[src/rtl/tmds_pkg.sv]
// Shared TMDS definitions: control-token constants, token lookup and the
// receive alignment state type. Used by both the encoder and the decoder.
package tmds_pkg;

  localparam logic [9:0] CTRL_TOKEN_0 = 10'b1101010100;
  localparam logic [9:0] CTRL_TOKEN_1 = 10'b0010101011;
  localparam logic [9:0] CTRL_TOKEN_2 = 10'b0101010100;
  localparam logic [9:0] CTRL_TOKEN_3 = 10'b1010101011;

  typedef enum logic {
    SEARCH,
    LOCKED
  } tmds_state_e;

  typedef struct packed {
    logic       is_token;
    logic [1:0] control;
  } token_match_t;

  // Maps a symbol to its {vsync, hsync} value; is_token is 0 for data symbols.
  function automatic token_match_t token_to_control(input logic [9:0] symbol);
    token_match_t match;
    match.is_token = 1'b1;
    match.control  = 2'b00;
    case (symbol)
      CTRL_TOKEN_0: match.control = 2'b00;
      CTRL_TOKEN_1: match.control = 2'b01;
      CTRL_TOKEN_2: match.control = 2'b10;
      CTRL_TOKEN_3: match.control = 2'b11;
      default:      match.is_token = 1'b0;
    endcase
    return match;
  endfunction

endpackage

[src/rtl/tmds_symbol_decode.sv]
// Combinational decode of one aligned 10-bit TMDS symbol into token flag,
// control value and 8-bit pixel data.
module tmds_symbol_decode
  import tmds_pkg::*;
(
  input  logic [9:0] symbol,
  output logic       is_token,
  output logic [1:0] control,
  output logic [7:0] data
);

  token_match_t match;
  logic [7:0]   d;

  always_comb begin
    match    = token_to_control(symbol);
    is_token = match.is_token;
    control  = match.control;
    d        = symbol[9] ? ~symbol[7:0] : symbol[7:0];
    data     = '0;
    data[0]  = d[0];
    // bit 8 selects XOR vs XNOR chaining used by the encoder
    for (int unsigned i = 1; i < 8; i++) begin
      data[i] = symbol[8] ? (d[i] ^ d[i-1]) : ~(d[i] ^ d[i-1]);
    end
  end

endmodule

[src/rtl/tmds_decoder.sv]
// Single-channel TMDS receive decoder: bit-slip alignment on control-token
// runs, then registered decode of each accepted symbol.
module tmds_decoder
  import tmds_pkg::*;
#(
  parameter int unsigned p_lock_count     = 8,
  parameter int unsigned p_search_timeout = 1024
) (
  input  logic       i_clk,
  input  logic       i_rst,
  input  logic       i_valid,
  input  logic [9:0] i_word,
  output logic       o_valid,
  output logic [7:0] o_data,
  output logic [1:0] o_control_data,
  output logic       o_blank,
  output logic       o_locked,
  output logic [3:0] o_offset,
  output logic       o_err
);

  localparam int unsigned RUN_W   = $clog2(p_lock_count + 1);
  localparam int unsigned TIMER_W = $clog2(p_search_timeout);
  localparam logic [RUN_W-1:0]   RUN_LAST   = RUN_W'(p_lock_count - 1);
  localparam logic [TIMER_W-1:0] TIMER_LAST = TIMER_W'(p_search_timeout - 1);

  tmds_state_e        state;
  logic [9:0]         prev_word;
  logic [RUN_W-1:0]   run_cnt;
  logic [TIMER_W-1:0] timer;
  logic [19:0]        window;
  logic [9:0]         symbol;
  logic               sym_is_token;
  logic [1:0]         sym_control;
  logic [7:0]         sym_data;

  // Bit 0 of prev_word is earliest, so offset N drops the N oldest bits.
  always_comb begin
    window = {i_word, prev_word};
    symbol = 10'(window >> o_offset);
  end

  tmds_symbol_decode u_symbol_decode (
    .symbol   (symbol),
    .is_token (sym_is_token),
    .control  (sym_control),
    .data     (sym_data)
  );

  always_ff @(posedge i_clk) begin
    if (i_rst) begin
      state          <= SEARCH;
      prev_word      <= '0;
      run_cnt        <= '0;
      timer          <= '0;
      o_valid        <= 1'b0;
      o_data         <= '0;
      o_control_data <= '0;
      o_blank        <= 1'b0;
      o_locked       <= 1'b0;
      o_offset       <= '0;
      o_err          <= 1'b0;
    end else begin
      o_valid <= 1'b0;
      o_err   <= 1'b0;
      if (i_valid) begin
        prev_word <= i_word;
        o_blank   <= sym_is_token;
        o_data    <= sym_is_token ? '0 : sym_data;
        if (sym_is_token) o_control_data <= sym_control;
        case (state)
          SEARCH: begin
            if (sym_is_token) begin
              timer <= '0;
              if (run_cnt == RUN_LAST) begin
                state    <= LOCKED;
                run_cnt  <= '0;
                o_locked <= 1'b1;
                o_valid  <= 1'b1;
              end else begin
                run_cnt <= run_cnt + 1'b1;
              end
            end else begin
              run_cnt <= '0;
              if (timer == TIMER_LAST) begin
                timer    <= '0;
                o_offset <= (o_offset == 4'd9) ? 4'd0 : o_offset + 4'd1;
              end else begin
                timer <= timer + 1'b1;
              end
            end
          end
          LOCKED: begin
            o_valid <= 1'b1;
            if (sym_is_token) begin
              timer <= '0;
            end else if (timer == TIMER_LAST) begin
              state    <= SEARCH;
              o_locked <= 1'b0;
              o_err    <= 1'b1;
              timer    <= '0;
              run_cnt  <= '0;
            end else begin
              timer <= timer + 1'b1;
            end
          end
          default: state <= SEARCH;
        endcase
      end
    end
  end

endmodule
[config.mk]
export PLATFORM = sky130hd
export DESIGN_NAME = tmds_decoder
export DESIGN_NICKNAME = d
export VERILOG_FILES = /design/src/rtl/tmds_pkg.sv /design/src/rtl/tmds_symbol_decode.sv /design/src/rtl/tmds_decoder.sv
export SDC_FILE = /design/constraint.sdc
export NUM_CORES = 1
export LEC_CHECK = 0
export CORE_MARGIN = 2
export CORE_UTILIZATION = 55
export DETAILED_ROUTE_END_ITERATION = 10
export PLACE_DENSITY = 0.9
export SETUP_SLACK_MARGIN = 0.3
export SYNTH_ARGS = -nofsm -noshare
export SYNTH_HDL_FRONTEND = slang
export SYNTH_HIERARCHICAL = 1
export SYNTH_SLANG_ARGS = --single-unit
[constraint.sdc]
create_clock -name i_clk -period 4.36 [get_ports i_clk]
set_clock_uncertainty 0.05 [all_clocks]
set_input_delay 0.872 -clock i_clk [delete_from_list [all_inputs] [get_ports i_clk]]
set_output_delay 0.872 -clock i_clk [all_outputs]
set_load 0.01 [all_outputs]
# == After elaboration in Yosys (flattened, before gate mapping) ==
# Cells that the tools add are included.
# classes
n_addsub,3
n_eq_ne,11
n_shift,1
muxes,31
bitwise_logic,18
reduce_logical,7
# ops
operator,n
"10-bit equality test, second input constant",3
10-bit 2-to-1 mux,2
4-bit 2-to-1 mux,5
20-bit by 4-bit right shift with 10-bit output,1
1-bit 2-to-1 mux,17
8-bit 2-to-1 mux,2
"10-bit by 1-bit adder with 10-bit output, second input constant",1
"10-bit by 8-bit equality test with 1-bit output, second input constant",1
"10-bit by 9-bit equality test with 1-bit output, second input constant",1
1-bit inverter,10
"4-bit by 1-bit adder with 4-bit output, second input constant",2
8-bit inverter,1
4-bit case mux with 2 select lines,1
4-bit OR reduction,2
1-bit bitwise XOR,7
"2-bit inequality test, second input constant",3
1-bit case mux with 2 select lines,3
2-bit case mux with 3 select lines,1
5-bit AND reduction,1
"4-bit by 3-bit equality test with 1-bit output, second input constant",1
"4-bit equality test, second input constant",1
4-bit AND reduction,1
3-bit AND reduction,1
"2-bit by 1-bit inequality test with 1-bit output, second input constant",1
2 further kinds,2
# word_totals
ff_bits,43
input_bits,13
out_inout_bits,18
wordCells,82

# == Depth between registers and ports, before layout ==
# logic_depth
word_depth,7
depth_mapped,15
mapped_depth_nobuf,12

# == Cells and area by module ==
# The synthesis kept the hierarchy.
# by_module_without_submodules
module,instances,cells_each,area_each_um2
tmds_decoder,1,283,2597.5
tmds_symbol_decode,1,25,215.2

# == Worst setup path before layout ==
# OpenSTA, ideal clock, no wires.
# synth_timing
path_type,input port to flip-flop
startpoint,input i_word[0]
endpoint,register run_cnt[2]
setup_ns,0.064
t_arrival_ns,3.538
required_ns,4.246
setup_slack_ns,0.708
cell_stages,11
cell_sequence,mux2_4 -> mux4_2 -> a221o_1 -> and4bb_1 -> nand4b_1 -> mux2i_1 -> buf_2 -> nand2_1 -> or3_1 -> o221a_1 -> nor2_1
# synth_between
elab_chain_len,6
elab_cells_between_ends,11
# synth_lines
element,line,source
start: declaration,tmds_decoder.sv:12,"input logic [9:0] i_word,"
20-bit by 4-bit right shift with 10-bit output (*),tmds_decoder.sv:40,symbol = 10'(window >> o_offset);
via symbol[3],tmds_decoder.sv:32,logic [9:0] symbol;
"10-bit equality test, or another cell as far along",tmds_pkg.sv:25,case (symbol)
4-bit OR reduction (no source line) (*),-,
1-bit 2-to-1 mux (*),tmds_pkg.sv:25,
via sym_is_token,tmds_decoder.sv:33,logic sym_is_token;
4-bit 2-to-1 mux or 2-bit inequality test (tied branches),-,
4-bit case mux with 2 select lines or 3-bit AND reduction (tied branches),-,
end signal: assignment,tmds_decoder.sv:81,run_cnt <= run_cnt + 1'b1;
end: declaration,tmds_decoder.sv:29,logic [RUN_W-1:0] run_cnt;
# Mark *: on every way through the listed nets, which the timed path passes. The rest lies on a longest branch.
# A chain may end at the register's enable or synchronous reset.

# == Worst setup path in the final report ==
# layout_timing
startpoint,input i_word[7]
endpoint,register o_offset[3]
# layout_between
elab_chain_len,6
elab_cells_between_ends,9
# layout_lines
element,line,source
20-bit by 4-bit right shift with 10-bit output (*),tmds_decoder.sv:40,
via symbol[3],tmds_decoder.sv:32,
"10-bit equality test, or another cell as far along",tmds_pkg.sv:25,
4-bit OR reduction (no source line) (*),-,
1-bit 2-to-1 mux (*),tmds_pkg.sv:25,
via sym_is_token,tmds_decoder.sv:33,
1-bit inverter (no source line) (*),-,
4-bit AND reduction (no source line) (*),-,
end signal: assignment,tmds_decoder.sv:87,o_offset <= (o_offset == 4'd9) ? 4'd0 : o_offset + 4'd1;
end: declaration,tmds_decoder.sv:18,"output logic [3:0] o_offset,"
# Marked as above.

==> run summary <==
Synthesized area - 2810 µm²
Number of vias per cell - 6.12
Setup Viol. Count Final - 0
CTS tree - yes
Die ar. - 5700 µm²
Tmin final - 3.97 ns
CP cell instances - clkdlybuf4s50_1 > mux2_4 > mux4_2 > a221o_1 > and4bb_1 > nand4b_1 > mux2i_1 > buf_4 > nand4bb_4 > nor4_4 > mux2i_1 > a31oi_1
Total GRT Usage - 0.256
Vias in the first global route - 2474
Synth area leader - dfxtp_1
Synth top area cells - dfxtp_1, mux4_2, mux2i_1, nor2_1, a21oi_1
Unrepaired setup endpoints after global routing - false
Final hold violation count - 0
Lkg Pwr - 1.30 nW
RePlAce Congestion - 0.982
Nets - 356
Slew @ Worst Pin - 0.851 ns
Main synth FF type - dfxtp_1
Worst hold slack - 0.429 ns
Worst ir drop on vdd - 0.118 mV
CP Capture Type - register
Worst-path clk slew - 0.08 ns
Die extent in x - 75.5 µm
Worst endpoint required time - 4.46 ns
Slew Limit Fails - 0
Layout cells sized above 1 - 0.132
Synth Register Bits - 43
Worst hold path class - register to register
CP Data Arrival Time - 4.07 ns
Slew Limit Headroom - 0.431
Crit-path slowest cell - mux4_2
DRT iter0 DRCs - 246
Maxcap violations - 0
IO Count - 31
Root Buffer - clkbuf_8
Synth warn - 6
Avg Inst Size Synth - 9.13 µm²
Clk_lat worst skew - 0.30 ns
Status - complete, no violations
DR vias - 2510
Drt drc - 0
WL final - 6910 µm
CP dominant cell by count - mux2i_1
Drt wl/cell - 16.9 µm
Pre-CTS WS - -0.0460 ns
Antenna violations before repair - 0
F_max - 252 MHz
ANT cells - 0
Final period util - 0.911
First-pass DRT Iterations - 4
Total core area - 5010 µm²
H-Tree Level Count - 2
Final setup margin - 0.387 ns
Number of synthesized flops with an enable pin - 0
CTS max path bufs - 2
First-pass GRT wire length - 11200 µm
Largest net degree at the start of global routing - 41
Gate Count Post-Synth - 308
Worst setup SP type - primary input
Clock buffer count from CTS - 5
Area share of the largest cell type after synthesis - 0.306
Post-DP HPWL - 4890 µm
# port buffers - 30
Post-synthesis sequential area ratio - 0.306
Initial core utilization - 0.561
Die Height - 75.5 µm
Area growth, synth to finish - 20.2%
Final ANT Viol Nets - 0
Crit path kind - primary input to register
Distinct cells, synth - 55
CP Max Fanout - 11
Rows - 26
Post-synthesis net count - 325
Slowest stage delay, CP - 0.48 ns
Total gr overflow - 0
FFs w/ async S/R, synth - 0
Hold Buf Count CTS - 0
Sink Count - 43
Pwr/cell area - 261 nW/µm²
[Yosys cell counts (all sizes together), types with 5 or more instances]
cell,count
a21oi,18
buf,13
clkbuf,8
dfxtp,43
inv,5
mux2,7
mux2i,26
mux4,13
nand2,20
nand2b,9
nand3,8
nand4,5
nor2,37
nor2b,11
o21ai,6
xnor2,9
xor2,9
[worst max-delay path, delay by kind of cell]
family,cells,cell delay [ns]
simple gates,4,0.93
mux,4,1.12
compound gates,2,0.50
buf+inv,2,0.63
[layout make-up]
class / instances / area, µm²
clock buffer: 6 / 82.6
inverter: 5 / 18.8
fill: 405 / 1630
sequential: 43 / 861
tap: 70 / 87.6
clock inverter: 2 / 35.0
timing repair buffer: 45 / 433
multi-input combinational: 239 / 1860
[routing by layer]
layer	GRT usage	vias up	share of wire
li1	-	1185	-
met1	0.311	1190	0.41
met2	0.433	110	0.50
met3	0.0489	25	0.058
met4	0.129	0	0.030
met5	0	-	0
[metrics by stage]
| step | cell area (µm²) | total power, mW | utilization | std cells | TNS, ns |
|---|---|---|---|---|---|
| after floorplan | 2810 | 0.510 | - | 308 | 0 |
| after global placement | 3190 | 0.556 | 0.638 | 400 | 0 |
| after detailed placement | 3190 | 0.562 | 0.638 | 400 | -0.0460 |
| after CTS | 3320 | 0.884 | 0.663 | 408 | 0 |
| after global routing | 3380 | 0.916 | 0.675 | 410 | 0 |
| final | 3380 | 0.882 | 0.675 | 410 | 0 |
[final timing paths]
check | startpoint | to | slack [ns] | depth (start not counted)
max | i_word[7] | o_offset[3] | 0.39 | 12
max reg2reg | o_offset[1] | o_offset[3] | 0.64 | 13
min | o_blank | o_blank | 0.43 | 2
min reg2reg | o_blank | o_blank | 0.43 | 2
[cells by family (layout without fill, tap and decap cells)]
family                   Yosys count  in the layout  synth area share
AO/OA/AOI/OAI                     52             52             0.121
XOR/XNOR                          18             18            0.0561
adder cells (fa/ha/maj)            4              4            0.0178
buffers and inverters             26             58            0.0436
flip-flops                        43             43             0.306
multiplexers                      46             46             0.230
AND/OR/NAND/NOR                  119            119             0.226
[cells in the final DEF, fill, tap and decap left out, drive strengths merged, types with 2 or more instances in the layout]
cell,Yosys,final
nor3b,3,3
nor2,37,37
nor2b,11,11
xor2,9,9
nand3,8,8
ha,4,4
nand2b,9,9
inv,5,5
o22a,2,2
xnor2,9,9
nand2,20,20
mux2i,26,26
and3,2,2
nand4,5,5
o21ai,6,6
a22oi,4,4
clkbuf,8,6
mux4,13,13
nand4b,2,2
nor4,3,3
a31oi,3,3
a21oi,18,18
nor3,4,4
a21o,4,4
dfxtp,43,43
buf,13,15
mux2,7,7
dlymetal6s2s,0,8
and4,3,3
clkdlybuf4s50,0,22
and4bb,2,2
and2,2,2
nand3b,2,2
o22ai,3,3
[registers in the layout, indices dropped and copies added (netlist names)]
register,cells
o_offset,4
o_err,1
o_valid,1
state,1
o_control_data,2
timer,10
o_blank,1
run_cnt,4
o_locked,1
o_data,8
prev_word,10
[power by group]
| part | switching, mW | internal (mW) |
|---|---|---|
| Clock | 0.139 | 0.185 |
| Combinational | 0.0685 | 0.0708 |
| Sequential | 0.0115 | 0.407 |
[repair_timing]
action                                  CTS  global route
gates resized for setup                   1            11
buffers inserted                          0             2
endpoints found under the setup margin    1             7
gates cloned                              0             0
pin swaps                                 0             2
Power figures use the tool's default switching activity.
